### src/rtl/hazard_pkg.sv
// Shared types and constants for the pipeline hazard/forwarding controller.
package hazard_pkg;

  localparam logic [1:0] FWD_RF  = 2'b00;
  localparam logic [1:0] FWD_WB  = 2'b01;
  localparam logic [1:0] FWD_MEM = 2'b10;

  localparam int unsigned HCNT_W  = 4;
  localparam int unsigned META_AW = 5;

  // Destination/control metadata tracked for each downstream stage.
  typedef struct packed {
    logic               valid;
    logic [META_AW-1:0] rd;
    logic               regwrite;
    logic               memread;
  } stage_meta_t;

  // EX additionally remembers its sources so forwarding can be resolved there.
  typedef struct packed {
    stage_meta_t        meta;
    logic [META_AW-1:0] rs;
    logic [META_AW-1:0] rt;
    logic               use_rs;
    logic               use_rt;
    logic               multi;
  } ex_shadow_t;

  // A stage produces register r; register 0 is never a producer.
  function automatic logic meta_match(input stage_meta_t m, input logic [META_AW-1:0] r);
    return m.valid & m.regwrite & (m.rd == r) & (r != '0);
  endfunction

endpackage

### src/rtl/hazard_fwd_sel.sv
// EX operand forwarding select for one source; the MEM producer wins over WB.
module hazard_fwd_sel
  import hazard_pkg::*;
(
  input  logic [META_AW-1:0] src,
  input  logic               use_src,
  input  stage_meta_t        mem,
  input  stage_meta_t        wb,
  output logic [1:0]         sel
);

  logic unused_memread;
  assign unused_memread = mem.memread ^ wb.memread;

  // Priority select: MEM result, else WB result, else register file.
  always_comb begin
    sel = FWD_RF;
    if (use_src && meta_match(mem, src)) begin
      sel = FWD_MEM;
    end else if (meta_match(wb, src)) begin
      sel = FWD_WB;
    end
  end

endmodule

### src/rtl/pipe_hazard_ctrl.sv
// Hazard and forwarding controller for a 5-stage pipeline.
// Optional performance counters are enabled with the HAZ_PERF_EN macro.
module pipe_hazard_ctrl
  import hazard_pkg::*;
#(
  parameter int unsigned REG_AW     = META_AW,
  parameter int unsigned MULDIV_LAT = 4,
  parameter int unsigned CNT_W      = 32
) (
  input  logic              clk_i,
  input  logic              rst_i,
  input  logic              id_valid_i,
  input  logic [REG_AW-1:0] id_rs_i,
  input  logic [REG_AW-1:0] id_rt_i,
  input  logic              id_use_rs_i,
  input  logic              id_use_rt_i,
  input  logic [REG_AW-1:0] id_rd_i,
  input  logic              id_regwrite_i,
  input  logic              id_memread_i,
  input  logic              id_multi_i,
  input  logic              ex_branch_taken_i,
  output logic              pc_en_o,
  output logic              ifid_en_o,
  output logic              ifid_flush_o,
  output logic              idex_en_o,
  output logic              idex_flush_o,
  output logic              exmem_flush_o,
  output logic              ex_hold_o,
  output logic [1:0]        fwd_a_o,
  output logic [1:0]        fwd_b_o,
  output logic              id_byp_a_o,
`ifdef HAZ_PERF_EN
  output logic [CNT_W-1:0]  stall_cnt_o,
  output logic [CNT_W-1:0]  flush_cnt_o,
`endif
  output logic              id_byp_b_o
);

  // The multi-cycle op stays in EX for MULDIV_LAT cycles; LAT=1 loads 0 (no hold).
  localparam logic [HCNT_W-1:0] HOLD_INIT = HCNT_W'(MULDIV_LAT - 1);

`ifndef HAZ_PERF_EN
  localparam int unsigned UNUSED_CNT_W = CNT_W;
`endif

  ex_shadow_t        ex_q;
  ex_shadow_t        id_next;
  stage_meta_t       mem_q;
  stage_meta_t       wb_q;
  logic [HCNT_W-1:0] hcnt_q;
  logic              hold;
  logic              branch;
  logic              load_use;

  hazard_fwd_sel u_fwd_a (
    .src     (ex_q.rs),
    .use_src (ex_q.use_rs),
    .mem     (mem_q),
    .wb      (wb_q),
    .sel     (fwd_a_o)
  );

  hazard_fwd_sel u_fwd_b (
    .src     (ex_q.rt),
    .use_src (ex_q.use_rt),
    .mem     (mem_q),
    .wb      (wb_q),
    .sel     (fwd_b_o)
  );

  // Pack the ID instruction into its EX shadow form.
  always_comb begin
    id_next               = '0;
    id_next.meta.valid    = id_valid_i;
    id_next.meta.rd       = id_rd_i;
    id_next.meta.regwrite = id_regwrite_i;
    id_next.meta.memread  = id_memread_i;
    id_next.rs            = id_rs_i;
    id_next.rt            = id_rt_i;
    id_next.use_rs        = id_use_rs_i;
    id_next.use_rt        = id_use_rt_i;
    id_next.multi         = id_multi_i;
  end

  // Hazard detection and pipeline enable/flush decision, hold > branch > load-use.
  always_comb begin
    hold     = (hcnt_q != '0);
    branch   = ex_branch_taken_i & ex_q.meta.valid;
    load_use = ex_q.meta.valid & ex_q.meta.memread & ex_q.meta.regwrite &
               (ex_q.meta.rd != '0) & id_valid_i &
               ((id_use_rs_i & (id_rs_i == ex_q.meta.rd)) |
                (id_use_rt_i & (id_rt_i == ex_q.meta.rd)));

    pc_en_o       = 1'b1;
    ifid_en_o     = 1'b1;
    ifid_flush_o  = 1'b0;
    idex_en_o     = 1'b1;
    idex_flush_o  = 1'b0;
    exmem_flush_o = 1'b0;
    ex_hold_o     = hold;

    if (hold) begin
      pc_en_o       = 1'b0;
      ifid_en_o     = 1'b0;
      idex_en_o     = 1'b0;
      exmem_flush_o = 1'b1;
    end else if (branch) begin
      ifid_flush_o  = 1'b1;
      idex_flush_o  = 1'b1;
    end else if (load_use) begin
      pc_en_o       = 1'b0;
      ifid_en_o     = 1'b0;
      idex_flush_o  = 1'b1;
    end
  end

  // ID-stage bypass of the value WB is writing this cycle.
  always_comb begin
    id_byp_a_o = id_use_rs_i & meta_match(wb_q, id_rs_i);
    id_byp_b_o = id_use_rt_i & meta_match(wb_q, id_rt_i);
  end

  // Shadow pipeline and multi-cycle hold counter.
  always_ff @(posedge clk_i or posedge rst_i) begin
    if (rst_i) begin
      ex_q   <= '0;
      mem_q  <= '0;
      wb_q   <= '0;
      hcnt_q <= '0;
    end else begin
      wb_q <= mem_q;
      if (hold) begin
        mem_q  <= '0;
        hcnt_q <= hcnt_q - HCNT_W'(1);
      end else begin
        mem_q  <= ex_q.meta;
        hcnt_q <= '0;
        if (idex_flush_o) begin
          ex_q <= '0;
        end else begin
          ex_q <= id_next;
          if (id_valid_i && id_multi_i) begin
            hcnt_q <= HOLD_INIT;
          end
        end
      end
    end
  end

`ifdef HAZ_PERF_EN
  logic stall_evt;
  logic flush_evt;

  // Count effective stall cycles and taken-branch squashes, saturating.
  always_comb begin
    stall_evt = hold | (load_use & ~branch);
    flush_evt = branch & ~hold;
  end

  // Saturating performance counters.
  always_ff @(posedge clk_i or posedge rst_i) begin
    if (rst_i) begin
      stall_cnt_o <= '0;
      flush_cnt_o <= '0;
    end else begin
      if (stall_evt && (stall_cnt_o != '1)) begin
        stall_cnt_o <= stall_cnt_o + CNT_W'(1);
      end
      if (flush_evt && (flush_cnt_o != '1)) begin
        flush_cnt_o <= flush_cnt_o + CNT_W'(1);
      end
    end
  end
`endif

endmodule

### config.mk
export PLATFORM = sky130hd
export DESIGN_NAME = pipe_hazard_ctrl
export DESIGN_NICKNAME = d
export VERILOG_FILES = /design/src/rtl/hazard_pkg.sv /design/src/rtl/hazard_fwd_sel.sv /design/src/rtl/pipe_hazard_ctrl.sv
export SDC_FILE = /design/constraint.sdc
export NUM_CORES = 1
export LEC_CHECK = 0
export BUFFER_PORTS_ARGS = -buffer_cell sky130_fd_sc_hd__buf_2
export CELL_PAD_IN_SITES_DETAIL_PLACEMENT = 0
export CELL_PAD_IN_SITES_GLOBAL_PLACEMENT = 1
export CORE_MARGIN = 4
export CORE_UTILIZATION = 43
export DETAILED_ROUTE_END_ITERATION = 7
export PLACE_DENSITY_LB_ADDON = 0.1
export SLEW_MARGIN = 20
export SYNTH_ARGS = -nofsm -noshare
export SYNTH_HDL_FRONTEND = slang
export SYNTH_SLANG_ARGS = --single-unit
### constraint.sdc
create_clock -name clk_i -period 2 [get_ports clk_i]
set_input_delay 0.4 -clock clk_i [delete_from_list [all_inputs] [get_ports clk_i]]
set_output_delay 0.4 -clock clk_i [all_outputs]
set_load 0.05 [all_outputs]
# After elaboration in Yosys (flattened, before gate mapping)
# Cells that the tools add are included.
totals:
  register_bits: 38
  latchBits: 0
  ramBits: 0
  mem_bits_ro: 0
  output_inout_bits: 13
  word_cells: 77
  n_memories: 0
op_classes:
  addsub: 1
  multipliers: 0
  div: 0
  n_lt_le_gt_ge: 0
  n_eq_ne: 8
  shifts: 0
  mux: 19
  bitwise: 25
  reduce_logical: 9
op_table:
  columns: ["cell", "count"]
  rows:
  - ["5-bit equality test", 8]
  - ["5-bit nonzero test", 5]
  - ["1-bit AND", 24]
  - ["21-bit two-way mux", 1]
  - ["1-bit two-way mux", 12]
  - ["2-bit two-way mux", 4]
  - ["8-bit two-way mux", 1]
  - ["4-bit two-way mux", 1]
  - ["4-bit nonzero test", 1]
  - ["4-bit by 1-bit subtractor with 4-bit output (second input constant)", 1]
  - ["1-bit logical AND", 3]
  - ["1-bit OR", 1]

# Depth between registers and ports, before layout
logic_depth:
  word_depth: 10
  ltp_mapped: 8

# Hierarchy
# Synthesis repeated with hierarchy kept, for this count alone.
unflattened:
  hier_cells: 174
  area_unflattened_um2: 2015.7
modules_own_cells:
  columns: ["mod", "instances", "cells_per_inst", "area_per_inst_um2", "seq_area_each_um2"]
  rows:
  - ["pipe_hazard_ctrl", 1, 138, 1705.4, 1001.0]
  - ["hazard_fwd_sel", 2, 18, 155.1, 0.0]

# Least setup slack after synthesis
# OpenSTA, ideal clock, no wires.
synth_path:
  kind: "reg-to-output"
  startpoint: "register hcnt_q[0]"
  endpoint: "output port pc_en_o"
  arrival_ns: 2.524
  required_time_ns: 1.600
  setup_slack_ns: -0.924
  stages_incl_launch_ff: 7
  cell_sequence: "dfrtp_1 -> inv_1 -> ha_1 -> nand3b_1 -> clkbuf_1 -> a21oi_1 -> buf_4"
synth_via:
  elab_chain_len: 2
synth_lines:
  columns: ["item", "line", "rtl"]
  rows:
  - ["start, declared", "pipe_hazard_ctrl.sv:50", "logic [HCNT_W-1:0] hcnt_q;"]
  - ["start signal, assigned", "pipe_hazard_ctrl.sv:134", "hcnt_q <= hcnt_q - HCNT_W'(1);"]
  - ["4-bit nonzero test", "pipe_hazard_ctrl.sv:87", "hold = (hcnt_q != '0);"]
  - ["net ex_hold_o", "pipe_hazard_ctrl.sv:28", "output logic ex_hold_o,"]
  - ["1-bit two-way mux", null, null]
  - ["end, declared", "pipe_hazard_ctrl.sv:22", "output logic pc_en_o,"]
# The timed path passes the listed nets, and every way through them passes these cells.

# Final worst setup path
layout_path:
  startpoint: "register ex_q[11] (netlist bit)"
  endpoint: "output port fwd_a_o[0]"
layout_via:
  elab_chain_len: 5
  word_cells_on_any_way: 10
  classes_between: "eq/ne (2); mux (2); bitwise (4); reduce/logical (2)"
layout_lines:
  columns: ["item", "line", "rtl"]
  rows:
  - ["start, declared", "pipe_hazard_ctrl.sv:46", "ex_shadow_t ex_q;"]
  - ["start signal, assigned", "pipe_hazard_ctrl.sv:141", "ex_q <= id_next;"]
  - ["5-bit equality test", "hazard_pkg.sv:31", "return m.valid & m.regwrite & (m.rd == r) & (r != '0);"]
  - ["1-bit AND (2 in a row)", "hazard_pkg.sv:31", null]
  - ["1-bit two-way mux / 1-bit logical AND (equally long branches)", "hazard_fwd_sel.sv:20, hazard_fwd_sel.sv:18", null]
  - ["2-bit two-way mux *", "hazard_fwd_sel.sv:18", "if (use_src && meta_match(mem, src)) begin"]
  - ["end, declared", "pipe_hazard_ctrl.sv:29", "output logic [1:0] fwd_a_o,"]
# Mark *: on every way between the ends. The rest lies on a longest branch, timed or not.

==> summary.txt <==
Status: complete, but fails checks
Failing checks: negative setup slack
Rows: 24
Critical path type: flop to output port
Critical-path top delay cell: or4_4
Clock share of power: 0.132
FF/Latch Area: 956 um^2
Die ar.: 5680 um^2
Distinct cell type count after synthesis: 30
DR pass1 iterations: 5
Core area: 4380 um^2
I/O Buffers: 36
Routed Wire Length: 4810 um
First-pass GRT wire length: 7830 um
WP data required: 1.60 ns
Die height: 75.4 um
RSZ-0062 raised after global routing: yes
Initial antenna violation count: 0
Sw Share: 0.394
Xor/xnor share of the synthesized area: 0.171
Main combinational cell family by area after synthesis: XOR/XNOR gates
Area of placed instances: 2400 um^2
Worst Skew: 0.00779 ns
GR Overflow Total: 0
Area grow syn2layout: 39.0%
Hpwl dp: 3550 um
Max-slew violations: 0
Multi-input gate area: 1070 um^2
Post-Place Worst Slack: -0.0795 ns
Tot GR Track Use: 0.186
Syn Std Cell Area: 1950 um^2
Clk buf depth: 2
TritonCTS clock tree: built
Crit Path Max Fanout: 2
Largest net degree at the start of global routing: 39
Max-Slew Margin vs Limit: 0.597
Clk sinks: 38
DR iter-0 viols: 69
Mux contribution to synthesized area: 0
Share of layout cells above drive strength 1: 0.446
Layout net count: 266
Setup Total Neg Slack: -0.720 ns
WHS: 0.207 ns
I/O pins: 37
P per Cell Area: 1490 nW/um^2
Hold Crit Class: primary input to async pin
Final worst slack: -0.156 ns
Power consumption: 4.03 mW
Seq/Total Area, Yosys: 0.487
CTS Hold Bufs: 0
Post-Synth Adder-Cell Area: 0.00641
Worst-path cell chain: or4_4, nor2_4, nor3_4, nor4_4, buf_6
Die Width: 75.4 um
Starting Density: 0.445
Finished Core Util: 0.619
CP max stage delay: 0.55 ns
Clk_lat worst skew: 0.29 ns
Number of vias per cell: 5.31
Startpoint types: flop
Sequential share of power: 0.345
Critical Path End Type: output port
Arrival time of the worst setup path: 1.76 ns
Synth warn: 0
Clock transition at the registers of the reported paths: 0.07 ns
Worst-Margin Slew: 0.604 ns
Synth Instances: 176
Design area: 2710 um^2
DR vias: 1562
Synthesized area per cell: 11.1 um^2
Post-Synth Simple-Gate Area: 0.165
Achievable Freq: 464 MHz
# diodes: 0
WL/cell: 16.3 um
Period Utilization, post-route: 1.08
Clock root buffer: clkbuf_8
Max Cap Viol: 0
Int Pwr: 2.44 mW
Fillcell total: 391
Maximum VDD drop: 0.980 mV
Count of final hold-check violations: 0
Final-report setup violation count: 6
DRC errors left: 0
Post-route ant nets: 0
Switching pwr: 1.59 mW
Routability congestion estimate from global placement: 0.851
Post-synthesis compound-gate area fraction: 0.128
Comb pwr share: 0.523
Leakage: 1.17 nW
Non-Filler Instances: 294
Minimum clock period: 2.16 ns
CTS Buf Count: 5
Placed insts: 279
Post-Syn Nets: 201
Seq cells post-synth: 38
Vias in the first global route: 1656
H-tree level count: 2
-- power groups by stage --
stage | Combinational [mW] | Sequential (mW) | Clock [mW]
final | 2.11 | 1.39 | 0.534
after CTS | 2.04 | 1.38 | 0.542
after global placement | 1.80 | 1.37 | 0
after floorplan | 1.41 | 1.31 | 0
after global routing | 2.28 | 1.44 | 0.573
after detailed placement | 1.85 | 1.38 | 0
-- cell usage after synthesis --
| library cell | count | area share |
|---|---|---|
| dfrtp_1 | 38 | 0.49 |
| xnor2_1 | 38 | 0.17 |
| a22o_1 | 17 | 0.076 |
| nand4_1 | 11 | 0.035 |
| and2_1 | 8 | 0.026 |
| clkbuf_1 | 7 | 0.013 |
| nand2_1 | 6 | 0.012 |
| nand3_1 | 6 | 0.015 |
| nor3_1 | 6 | 0.015 |
| inv_1 | 5 | 0.0096 |
| a21oi_1 | 4 | 0.010 |
| buf_4 | 3 | 0.012 |
| nor2_1 | 3 | 0.0058 |
| a21o_1 | 2 | 0.0077 |
| a22o_2 | 2 | 0.010 |
| nor2_4 | 2 | 0.012 |
| nor3_2 | 2 | 0.010 |
| nor4_1 | 2 | 0.0064 |
| nor4_2 | 2 | 0.013 |
| or4_4 | 2 | 0.012 |
| a21oi_2 | 1 | 0.0045 |
| a31o_2 | 1 | 0.0045 |
| a32o_1 | 1 | 0.0051 |
| buf_1 | 1 | 0.0019 |
| buf_6 | 1 | 0.0058 |
| ha_1 | 1 | 0.0064 |
| nand3b_1 | 1 | 0.0038 |
| o21ai_0 | 1 | 0.0026 |
| o22ai_1 | 1 | 0.0032 |
| o31ai_1 | 1 | 0.0038 |
-- repair_timing --
item	CTS	global route
pin swaps	10	9
setup buffers	7	0
setup endpoints to repair	32	11
resized for setup	26	17
-- worst paths after layout --
kind                                       from              endpoint  slack (ns)  cells after the start
max in group asynchronous                 rst_i  ex_q[18]$_DFFE_PP0P_        1.44                      3
max                        ex_q[11]$_DFFE_PP0P_            fwd_a_o[0]       -0.16                      5
min                                       rst_i     wb_q[3]$_DFF_PP0_        0.21                      3
min in group clk_i                id_regwrite_i  ex_q[14]$_DFFE_PP0P_        0.32                      2
min reg2reg                  mem_q[7]$_DFF_PP0_     wb_q[7]$_DFF_PP0_        0.43                      0
max reg2reg                ex_q[18]$_DFFE_PP0P_   hcnt_q[0]$_DFF_PP0_        0.21                      6
-- critical path: cells and delay by family, from the launching register on --
family        cells  cell delay (ns)
simple gates      4             0.89
flops             1             0.39
buf+inv           1             0.19
-- flip-flops by register name, indices dropped and copies added (netlist names) --
signal,flops
ex_q,20
mem_q,7
hcnt_q,4
wb_q,7
-- cells by family (layout without fill, tap and decap cells) --
| family | after synthesis | count (layout) |
|---|---|---|
| compound gates | 31 | 31 |
| xor+xnor | 38 | 38 |
| fa+ha+maj | 1 | 1 |
| buf+inv | 17 | 83 |
| flops | 38 | 38 |
| simple gates | 51 | 51 |
-- layout make-up --
class | count | area share
Clock buffer | 7 | 0.0318
Clock inverter | 1 | 0.00185
Inverter | 5 | 0.00692
Multi-Input combinational cell | 121 | 0.393
Sequential cell | 38 | 0.352
Tap cell | 52 | 0.0240
Timing Repair Buffer | 70 | 0.190
-- routing by layer --
| layer | routed length [um] | vias to the layer above | global-route usage | share of wire |
|---|---|---|---|---|
| li1 | - | 750 | - | - |
| met1 | 1960 | 773 | 0.227 | 0.41 |
| met2 | 2600 | 29 | 0.332 | 0.54 |
| met3 | 179 | 10 | 0.0343 | 0.037 |
| met4 | 64 | 0 | 0.0621 | 0.013 |
| met5 | 0 | - | 0 | 0 |
-- cells in the final DEF (no fill, tap or decap), types with 3 or more instances in the layout --
cell	count
buf_2	25
buf_6	10
inv_1	5
clkbuf_4	3
a22o_1	17
xnor2_1	33
nand2_1	6
nand4_1	11
nand3_1	6
nor3_1	3
and2_1	7
xnor2_2	5
nor3_4	3
nor2_4	3
clkbuf_8	6
buf_4	30
dfrtp_1	34
dfrtp_2	4
Power figures use the tool's default switching activity.
